<file path="config.mk">
export PLATFORM = sky130hd
export DESIGN_NAME = thunderbird_seq
export DESIGN_NICKNAME = d
export VERILOG_FILES = /design/src/rtl/thunderbird_seq.sv
export SDC_FILE = /design/constraint.sdc
export NUM_CORES = 1
export LEC_CHECK = 0
export ABC_AREA = 1
export BUFFER_PORTS_ARGS = -buffer_cell sky130_fd_sc_hd__buf_2
export CAP_MARGIN = 10
export CORE_ASPECT_RATIO = 0.6
export CORE_MARGIN = 3
export CORE_UTILIZATION = 30
export DETAILED_ROUTE_END_ITERATION = 12
export PLACE_DENSITY = 0.54
export REMOVE_ABC_BUFFERS = 1
export SETUP_SLACK_MARGIN = 0.05
export SLEW_MARGIN = 15
export SYNTH_ARGS = -nofsm -noshare
export SYNTH_HDL_FRONTEND = slang
export SYNTH_SLANG_ARGS = --single-unit
</file>
<file path="constraint.sdc">
create_clock -name Clk -period 2 [get_ports Clk]
set_input_delay 0.2 -clock Clk [delete_from_list [all_inputs] [get_ports Clk]]
set_output_delay 0.2 -clock Clk [all_outputs]
set_load 0.02 [all_outputs]
</file>
<file path="src/rtl/thunderbird_seq.sv">
// thunderbird_seq: turn / hazard lamp sequencer with brake overlay.
// Drives LAMPS lamps per side. Each step is held for DIV clocks. After each
// sequence the lamps stay off for HOLD_OFF*DIV clocks before going back to IDLE.
//
// state   | meaning
// IDLE    | no sequence running; a request is sampled on every clock
// LEFT    | left side steps through top-k patterns, k = 1..LAMPS
// RIGHT   | right side steps through top-k patterns, k = 1..LAMPS
// HAZ     | both sides fully lit for one step
// GAP     | all-off gap after a sequence; requests are ignored here
module thunderbird_seq #(
  parameter int LAMPS    = 3,
  parameter int DIV      = 4,
  parameter int HOLD_OFF = 1
) (
  input  logic             Clk,
  input  logic             reset,
  input  logic             left,
  input  logic             right,
  input  logic             hazard,
  input  logic             brake,
  output logic [LAMPS-1:0] L,
  output logic [LAMPS-1:0] R,
  output logic             busy
);

  localparam int TICK_W = (DIV > 1) ? $clog2(DIV) : 1;
  localparam int STEP_W = $clog2(LAMPS + 1);
  localparam int GAP_N  = HOLD_OFF * DIV;
  localparam int GAP_W  = (GAP_N > 1) ? $clog2(GAP_N) : 1;

  localparam logic [TICK_W-1:0] TICK_LAST = TICK_W'(DIV - 1);
  localparam logic [STEP_W-1:0] STEP_LAST = STEP_W'(LAMPS);
  localparam logic [GAP_W-1:0]  GAP_LAST  = GAP_W'((GAP_N > 0) ? GAP_N - 1 : 0);
  localparam logic [LAMPS-1:0]  ONES      = {LAMPS{1'b1}};

  typedef enum logic [2:0] {
    S_IDLE  = 3'd0,
    S_LEFT  = 3'd1,
    S_RIGHT = 3'd2,
    S_HAZ   = 3'd3,
    S_GAP   = 3'd4
  } state_t;

  // With no hold-off the sequence ends straight back in IDLE.
  localparam state_t S_DONE = (HOLD_OFF > 0) ? S_GAP : S_IDLE;

  state_t            r_state, w_state_nxt;
  logic [TICK_W-1:0] r_tick, w_tick_nxt;
  logic [STEP_W-1:0] r_step, w_step_nxt;
  logic [GAP_W-1:0]  r_gap, w_gap_nxt;
  logic [LAMPS-1:0]  r_l, r_r, w_l_nxt, w_r_nxt;
  logic              r_busy, w_busy_nxt;
  logic              w_tick_end;
  logic              w_illegal;

  // Step k lights the top k lamps; the MSB is the first lamp lit.
  function automatic logic [LAMPS-1:0] f_mask(input logic [STEP_W-1:0] k);
    logic [LAMPS-1:0] m;
    m = '0;
    for (int i = 0; i < LAMPS; i++) begin
      m[i] = (i >= LAMPS - int'(k));
    end
    return m;
  endfunction

  // State, counters and lamp outputs; every output is registered.
  always_ff @(posedge Clk or negedge reset) begin
    if (!reset) begin
      r_state <= S_IDLE;
      r_tick  <= '0;
      r_step  <= '0;
      r_gap   <= '0;
      r_l     <= '0;
      r_r     <= '0;
      r_busy  <= 1'b0;
    end else begin
      r_state <= w_state_nxt;
      r_tick  <= w_tick_nxt;
      r_step  <= w_step_nxt;
      r_gap   <= w_gap_nxt;
      r_l     <= w_l_nxt;
      r_r     <= w_r_nxt;
      r_busy  <= w_busy_nxt;
    end
  end

  // Next state and counters; hazard preempts a turn sequence ahead of its step end.
  always_comb begin
    w_state_nxt = r_state;
    w_tick_nxt  = r_tick;
    w_step_nxt  = r_step;
    w_gap_nxt   = r_gap;
    w_illegal   = 1'b0;
    w_tick_end  = (r_tick == TICK_LAST);
    case (r_state)
      S_IDLE: begin
        w_tick_nxt = '0;
        w_step_nxt = '0;
        w_gap_nxt  = '0;
        if (hazard || (left && right)) begin
          w_state_nxt = S_HAZ;
        end else if (right) begin
          w_state_nxt = S_RIGHT;
          w_step_nxt  = STEP_W'(1);
        end else if (left) begin
          w_state_nxt = S_LEFT;
          w_step_nxt  = STEP_W'(1);
        end
      end
      S_LEFT, S_RIGHT: begin
        if (hazard) begin
          w_state_nxt = S_HAZ;
          w_tick_nxt  = '0;
          w_step_nxt  = '0;
        end else if (w_tick_end) begin
          w_tick_nxt = '0;
          if (r_step == STEP_LAST) begin
            w_state_nxt = S_DONE;
            w_step_nxt  = '0;
            w_gap_nxt   = '0;
          end else begin
            w_step_nxt = r_step + STEP_W'(1);
          end
        end else begin
          w_tick_nxt = r_tick + TICK_W'(1);
        end
      end
      S_HAZ: begin
        if (w_tick_end) begin
          w_tick_nxt  = '0;
          w_gap_nxt   = '0;
          w_state_nxt = S_DONE;
        end else begin
          w_tick_nxt = r_tick + TICK_W'(1);
        end
      end
      S_GAP: begin
        if (r_gap == GAP_LAST) begin
          w_state_nxt = S_IDLE;
          w_gap_nxt   = '0;
        end else begin
          w_gap_nxt = r_gap + GAP_W'(1);
        end
      end
      default: begin
        w_state_nxt = S_IDLE;
        w_tick_nxt  = '0;
        w_step_nxt  = '0;
        w_gap_nxt   = '0;
        w_illegal   = 1'b1;
      end
    endcase
  end

  // Lamp pattern for the state being entered, with the brake overlay applied.
  always_comb begin
    w_l_nxt    = '0;
    w_r_nxt    = '0;
    w_busy_nxt = (w_state_nxt != S_IDLE);
    case (w_state_nxt)
      S_LEFT: begin
        w_l_nxt = f_mask(w_step_nxt);
        w_r_nxt = brake ? ONES : '0;
      end
      S_RIGHT: begin
        w_l_nxt = brake ? ONES : '0;
        w_r_nxt = f_mask(w_step_nxt);
      end
      S_HAZ: begin
        w_l_nxt = ONES;
        w_r_nxt = ONES;
      end
      default: begin
        w_l_nxt = brake ? ONES : '0;
        w_r_nxt = brake ? ONES : '0;
      end
    endcase
    if (w_illegal) begin
      w_l_nxt = '0;
      w_r_nxt = '0;
    end
  end

  assign L    = r_l;
  assign R    = r_r;
  assign busy = r_busy;

endmodule

</file>
* After elaboration in Yosys (flattened, before gate mapping)
Cells that the tools add are included.
** Storage, ports and cells
- Flip-flop bits (word level) :: 16
- Memories :: 0
- Bits of input ports :: 6
- Bits in latches :: 0
- Word-level logic and storage cells :: 66
- Output and inout bits :: 7
- Memory bits (read-only) :: 0
- Memory bits (writable) :: 0
** Cells by class
- $add $sub $neg :: 4
- Divide/modulo/power cells :: 0
- Muxes and demuxes :: 30
- Eq/ne operators :: 14
- Reduce and logical (&&, ||, !) cells :: 8
- Order comparisons :: 3
- Bitwise gates (word level) :: 0
- Shift operators :: 0
- Multipliers :: 0
** Operators by type and width (number)
- 3-bit two-way mux :: 11
- 2-bit two-way mux :: 10
- 2-bit one-hot mux with 3 select lines :: 3
- 3-bit by 2-bit == test with 1-bit output (second input constant) :: 4
- 3-bit one-hot mux with 2 select lines :: 2
- 3-bit one-hot mux with 4 select lines :: 1
- 2-bit != test (second input constant) :: 4
- 2-bit by 1-bit adder with 2-bit output (second input constant) :: 3
- 2-bit == test (second input constant) :: 3
- 3-bit by 1-bit == test with 1-bit output (second input constant) :: 2
- 5-bit OR reduction :: 1
- 4-bit AND reduction :: 1
- 2-bit OR reduction :: 2
- 3-bit == test (second input constant) :: 1
- 1-bit by 3-bit greater-or-equal comparator with 1-bit output (first input constant) :: 1
- 2-bit by 3-bit greater-or-equal comparator with 1-bit output (first input constant) :: 1
- 3-bit greater-or-equal comparator (first input constant) :: 1
- 3-bit zero test :: 1
- 1-bit two-way mux :: 3
- 3-bit nonzero test :: 1
- 2-bit by 2-bit subtractor with 3-bit output (first input constant) :: 1
- 1-bit logical AND :: 1
- 1-bit logical OR :: 1

* Logic depth before layout (Yosys ltp)
Gate-level depths: netlist (run 1).
- Depth in word-level cells :: 9
- Depth in mapped cells :: 12
- Depth with buffers taken out :: 12

* Worst setup path before layout (run 1)
Ideal clock, no wire load.
- Path kind :: flip-flop to flip-flop
- Start point :: register r_tick[0]
- End point :: register r_r[1], in the netlist R[1]
- Path slack :: 0.565 ns
- Cell stages (with the launch flop) :: 12
- Library setup time :: 0.117 ns
- Required time :: 1.883 ns
- Data arrival time :: 1.318 ns
- Path buffers :: 0
- Path through :: dfrtp_1 -> ha_1 -> inv_2 -> nand2_2 -> nor2_4 -> inv_4 -> nand2_4 -> inv_2 -> nand2_4 -> nand2_2 -> o21ai_1 -> inv_1
** RTL lines
- start: declaration :: line 49 : logic [TICK_W-1:0] r_tick, w_tick_nxt;
- start signal: assignment :: line 79 : r_tick <= w_tick_nxt;
- 2-bit == test * :: line 95 : w_tick_end = (r_tick == TICK_LAST);
- 3-bit two-way mux :: line 116 : end else if (w_tick_end) begin
- 3-bit two-way mux :: line 112 : if (hazard) begin
- 3-bit one-hot mux with 4 select lines * :: line 96 : case (r_state)
- named net w_state_nxt[1] :: line 48 : state_t r_state, w_state_nxt;
- 3-bit by 2-bit == test with 1-bit output :: line 161 : case (w_state_nxt)
- 3-bit one-hot mux with 2 select lines * :: line 161
- 3-bit two-way mux * :: line 179 : if (w_illegal) begin
- named net w_r_nxt[1] :: line 52 : logic [LAMPS-1:0] r_l, r_r, w_l_nxt, w_r_nxt;
- end signal: assignment :: line 83 : r_r <= w_r_nxt;
- end: declaration :: line 52
Mark *: on every way through the listed nets, which the timed path passes. The rest lies on a longest branch.
A chain may end at the register's enable or synchronous reset.

* Worst setup path after layout (run 1)
Ends and elaborated chain as after synthesis.

==> results of run 1 <==
[worst max-delay path, delay by kind of cell, from the launching register on]
kind | cells | cell delay (ps)
simple gates | 5 | 430
flops | 1 | 390
fa+ha+maj | 1 | 310
buf+inv | 4 | 290
compound gates | 1 | 110
[registers in the layout (all words and copies together), names as in the netlist]
register  cells
L             3
busy          1
R             3
r_tick        2
r_step        2
r_gap         2
r_state       3
[cell families after synthesis]
group	count (synthesis)	share of synthesized area, %
fa+ha+maj	3	3.80
buf+inv	21	8.24
simple gates	72	36.9
flops	16	40.6
compound gates	18	10.5
[path summary, 6_finish.rpt]
check / start / endpoint / cells past startpoint
worst min register to register: r_tick[1]$_DFFE_PN0P_ / r_tick[1]$_DFFE_PN0P_ / 2
min in group asynchronous: reset / r_step[0]$_DFF_PN0_ / 2
worst max register to register: r_tick[0]$_DFFE_PN0P_ / R[1]$_DFF_PN0_ / 11
max in group asynchronous: reset / r_tick[1]$_DFFE_PN0P_ / 2
worst max-delay path: r_tick[0]$_DFFE_PN0P_ / R[1]$_DFF_PN0_ / 11
worst min-delay path: brake / L[2]$_DFF_PN0_ / 5
[metrics by stage]
step                      instances  setup slack (ps)
after global routing            189               166
after global placement          184               440
final                           189               364
after floorplan                 130               565
after CTS                       189               385
after detailed placement        184               409
[cell type report]
| class | count | area (sq um) | area share, % |
|---|---|---|---|
| well taps | 42 | 52.6 | 4.51 |
| clock buffers | 4 | 55.1 | 4.73 |
| inverters | 21 | 81.3 | 6.98 |
| repair buffers | 13 | 70.1 | 6.02 |
| multi-input cells | 93 | 505 | 43.4 |
| flip-flops and latches | 16 | 400 | 34.4 |
[cell usage after synthesis]
library cell / count / area, sq um
nor2_2: 4 / 25.0
inv_4: 1 / 6.26
nand2_4: 3 / 33.8
inv_1: 13 / 48.8
nand3_2: 1 / 10.0
nand2_1: 37 / 139
ha_1: 3 / 37.5
nand3_1: 6 / 30.0
nor2_4: 2 / 22.5
nand2_2: 6 / 37.5
dfrtp_1: 16 / 400
a31oi_1: 2 / 12.5
nand3_4: 1 / 17.5
nand3b_1: 1 / 7.51
inv_2: 7 / 26.3
a21oi_1: 7 / 35.0
o21bai_1: 1 / 7.51
o21ai_2: 2 / 17.5
nor2_1: 11 / 41.3
o21ai_0: 2 / 10.0
o22ai_1: 1 / 6.26
o21ai_1: 3 / 15.0
[layer usage]
layer / track usage [%] / up-vias
met5: 0 / -
met4: 1.69 / 0
met3: 2.69 / 2
met2: 15.1 / 33
met1: 20.9 / 404
li1: - / 441
[power groups by stage]
| stage | Combinational (W) | Clock (W) | Sequential (W) |
|---|---|---|---|
| after floorplan | 0.000922 | 0 | 0.000615 |
| after global placement | 0.00128 | 0 | 0.000547 |
| after detailed placement | 0.00127 | 0 | 0.000546 |
| after CTS | 0.00128 | 0.000307 | 0.000543 |
| after global routing | 0.00143 | 0.000320 | 0.000563 |
| final | 0.00128 | 0.000302 | 0.000542 |
==> qor.yml, run 1 <==
power_and_ir_drop:
  p_switching_w: 0.00106
  sw_frac_of_total_pct: 49.9
  p_leak_nw: 0.626
  pwr-share-clk_pct: 14.2
  vdd_drop_max_mv: 0.755
  p_total_w: 0.00212
  seqPwrFrac_pct: 25.6
  p_int_w: 0.00106
  power_density_nw_per_um2: 1820
  p_comb_share_pct: 60.2
sta:
  finalHoldViolations: 0
  fmax_ghz: 0.611
  fin_crit_sh_pct: 81.8
  holdWs_ps: 292
  rsz0062_at_grt: "no"
  fin_crit_ps: 1640
  setup_viol: 0
  skew_ps: 2.00
  timing.setup.tns_ps: 0
  slew_headroom_pct: 74.7
  drv_slew: 0
  tightest_slew_ps: 380
routing:
  wl_per_cell_microns: 12.1
  vias_per_cell: 4.66
  via_count: 880
  antenna_left: 0
  wl_met3_microns: 199
  wl_met2_microns: 812
  wl_met1_microns: 1250
  highest_layer: "met4"
  drt_iter0_markers: 62
  dr.pass1.iters: 4
  drc_errors: 0
  wl_microns: 2280
critical_path:
  crit_chain: "ha_1 -> inv_2 -> nand2_2 -> nor2_4 -> inv_4 -> nand2_4 -> inv_2 -> nand2_4 -> nand2_2 -> o21ai_1 -> inv_1"
  critPathArrivalTime_ps: 1790
  required_ps: 2150
  crit_path_end_kind: "register"
  worstSetupPathType: "reg -> reg"
  r2r_slack_ps: 360
  cp_slowest_cell: "dfrtp_1"
  cpPeakStageDelay_ps: 390
  crit_path_start_kind: "register"
  cp_max_fo: 7
clock_tree:
  cts-root-buf: "clkbuf_8"
  clk_path_buf_depth: 2
  htree_levels: 1
  clk_pin_slew_worst_paths_ps: 70
  cts_sinks: 16
  ctsResizeCount: 0
  cts_tree: "yes"
  post-cts-setup-buffers: 0
  holdBufCountCts: 1
  cts_buffers: 3
  clk_latency_ps: 250
run_status:
  status: "completed"
cells_and_area:
  drive_gt1_share_pct: 29.3
  num-fill-cells: 327
  nNetsFinal: 157
  diodes: 0
  final_area_sq_um: 1160
  layout_common_cells: "37 x nand2_1, 16 x dfrtp_1, 13 x inv_1"
  synthToLayoutAreaGrowth_pct: 18.0
  final_common_cell: "nand2_1"
  final_util_pct: 38.8
synth:
  yosysSeqAreaShare_pct: 40.6
  syn-cell-area_sq_um: 987
  avgSynthCellArea_sq_um: 7.59
  ys_types: 22
  syn_inst: 130
  yosys_warnings: 0
  ys_seq_elements: 16
floorplan:
  die_h_microns: 50.4
  ios: 13
  design.die.area_sq_um: 4040
  num_rows: 15
  die_x_microns: 80.1
  fp.coreArea_sq_um: 3000
  start_util_pct: 32.9
global_routing:
  grt_usage_pct: 12.2
  grt.overflow.total: 0
  grt_pass1_wl_microns: 3770
  antenna_found_initial: 0
  grt_pass1_vias: 762
  grt_max_degree: 17
placed_design:
  hpwlAfterDp_microns: 1800
  place_area_sq_um: 1100
  gp_congestion: 0.866
  portBuffers: 12
job:
  drv_cap: 0
worst_hold_path:
  hp-class: "in -> reg"
No activity file was read; power rests on OpenSTA's default activity.
==> run 2, diff against run 1 <==
Clock period 2 ns to 1.7 ns, I/O delays scaled along.
==> qor.yml, run 2 (synthesized netlist as in run 1, its figures left out) <==
power_and_ir_drop:
  power_density_nw_per_um2: 2160  # +19%
  p_total_w: 0.00260  # +23%
  p_leak_nw: 0.634  # +1.3%
  vdd_drop_max_mv: 0.841  # +11%
cells_and_area:
  num-fill-cells: 326  # -0.31%
  final_area_sq_um: 1200  # +3.1%
  synthToLayoutAreaGrowth_pct: 21.7
  diodes: 0  # unchanged
  nNetsFinal: 159  # +1.3%
  layout_common_cells: "37 x nand2_1, 16 x dfrtp_1, 13 x inv_1"
  final_common_cell: "nand2_1"
  final_util_pct: 40.0  # +1.2 points
  multi_input_area_sq_um: 524  # +3.7%
  stdcell_count: 191  # +1.1%
  drive_gt1_share_pct: 32.2  # +3.0 points
  seqCellArea_sq_um: 400  # unchanged
critical_path:
  worstSetupPathType: "reg -> reg"
  crit_path_start_kind: "register"
  reg2reg_depth: 11  # unchanged
  crit_path_end_kind: "register"
  r2r_end: "R[1]$_DFF_PN0_"
  cp_max_fo: 7  # unchanged
  required_ps: 1850  # -300 ps
  r2r-start: "r_tick[0]$_DFFE_PN0P_"
  r2r_slack_ps: 170  # -200 ps
  critPathArrivalTime_ps: 1680  # -110 ps
global_routing:
  grt_usage_pct: 12.3  # +0.10 points
  grt_max_degree: 17  # unchanged
  grt_pass1_wl_microns: 3730  # -1.3%
  antenna_found_initial: 0  # unchanged
  grt_pass1_vias: 749  # -1.7%
  grt.overflow.total: 0  # unchanged
sta:
  rsz0062_at_grt: "no"
  slew_headroom_pct: 75.6  # +0.95 points
  fin_crit_sh_pct: 90.1  # +8.3 points
  fin_crit_ps: 1530  # -104 ps
  setup_viol: 0  # unchanged
  drv_slew: 0  # unchanged
  tightest_slew_ps: 366  # -14.2 ps
  skew_ps: 3.83  # +1.82 ps
  finalHoldViolations: 0  # unchanged
  fmax_ghz: 0.653  # +6.8%
  timing.setup.tns_ps: 0  # unchanged
placed_design:
  place_area_sq_um: 1100  # unchanged
  hpwlAfterDp_microns: 1830  # +1.6%
  placed_cells: 184  # unchanged
  gp_congestion: 0.866  # unchanged
  portBuffers: 12  # unchanged
routing:
  drc_errors: 0  # unchanged
  drt_iter0_markers: 44  # -29%
  via_count: 878  # -0.23%
  wl_microns: 2330  # +2.1%
  antenna_left: 0  # unchanged
  vias_per_cell: 4.60  # -1.3%
  wl_per_cell_microns: 12.2  # +0.99%
  dr.pass1.iters: 4  # unchanged
worst_hold_path:
  hp-class: "in -> reg"
  min_from: "brake"
  whs_path_depth: 5  # unchanged
  min_to: "L[2]$_DFF_PN0_"
floorplan:
  ios: 13  # unchanged
  die_h_microns: 50.4  # unchanged
  die_x_microns: 80.1  # unchanged
  num_rows: 15  # unchanged
  start_util_pct: 32.9  # unchanged
  fp.coreArea_sq_um: 3000  # unchanged
  design.die.area_sq_um: 4040  # unchanged
clock_tree:
  cts-root-buf: "clkbuf_8"
  clk_path_buf_depth: 2  # unchanged
  cts_sinks: 16  # unchanged
  htree_levels: 1  # unchanged
  cts_buffers: 3  # unchanged
  cts_tree: "yes"
  clk_latency_ps: 260  # about the same
  clk_pin_slew_worst_paths_ps: 70  # about the same
job:
  drv_cap: 0  # unchanged
run_status:
  status: "completed"
[run 2: repair_timing]
action,in CTS,in global routing
buffers inserted,0,2
endpoints found under the hold margin,16,0
hold buffers,1,0
resized for setup,0,5
setup endpoints to repair,0,6
[run 2: critical path, stage by stage, from the launching register on]
cell and delay (ps):
dfrtp_1 410, ha_4 210, inv_4 70, nand2_2 70, nor2_4 160, inv_4 70
nand2_4 90, inv_2 50, nand2_4 80, nand2_2 60, o21ai_1 110, inv_1 40
[run 2: metal layers]
metal / wire length, microns / vias up / track usage [%]
li1: - / 445 / -
met1: 1320 / 405 / 21.0
met2: 863 / 26 / 14.6
met3: 125 / 2 / 2.69
met4: 14 / 0 / 3.37
met5: 0 / - / 0
[run 2: worst max-delay path by stage]
stage / depth (start not counted) / end / startpoint / slack, ps
3_5_place_dp: 11 / R[1]$_DFF_PN0_ / r_tick[0]$_DFFE_PN0P_ / 100
6_report: 11 / R[1]$_DFF_PN0_ / r_tick[0]$_DFFE_PN0P_ / 170
3_3_place_gp: 11 / R[1]$_DFF_PN0_ / r_tick[0]$_DFFE_PN0P_ / 140
2_1_floorplan: 11 / R[1]$_DFF_PN0_ / r_tick[0]$_DFFE_PN0P_ / 260
5_1_grt: 11 / R[1]$_DFF_PN0_ / r_tick[0]$_DFFE_PN0P_ / 60
4_1_cts: 11 / R[1]$_DFF_PN0_ / r_tick[0]$_DFFE_PN0P_ / 90
[run 2: report_power, final]
group / switching [W] / internal (W)
registers: 0.000110 / 0.000540
clock network: 0.000147 / 0.000206
logic: 0.00103 / 0.000563
[run 2: metrics by stage]
| stage | hold slack, ps | setup slack, ps |
|---|---|---|
| 5_1_grt | 288 | 57.2 |
| 2_1_floorplan | -126 | 265 |
| 3_5_place_dp | 113 | 105 |
| 4_1_cts | 245 | 89.5 |
| 6_report | 252 | 168 |
| 3_3_place_gp | 106 | 140 |
[run 2: cell type report]
type | count | area share [%]
Clock buffer | 4 | 4.58
Inverter | 21 | 6.98
Multi-Input combinational cell | 93 | 43.6
Sequential cell | 16 | 33.3
Tap cell | 42 | 4.38
Timing Repair Buffer | 15 | 7.08
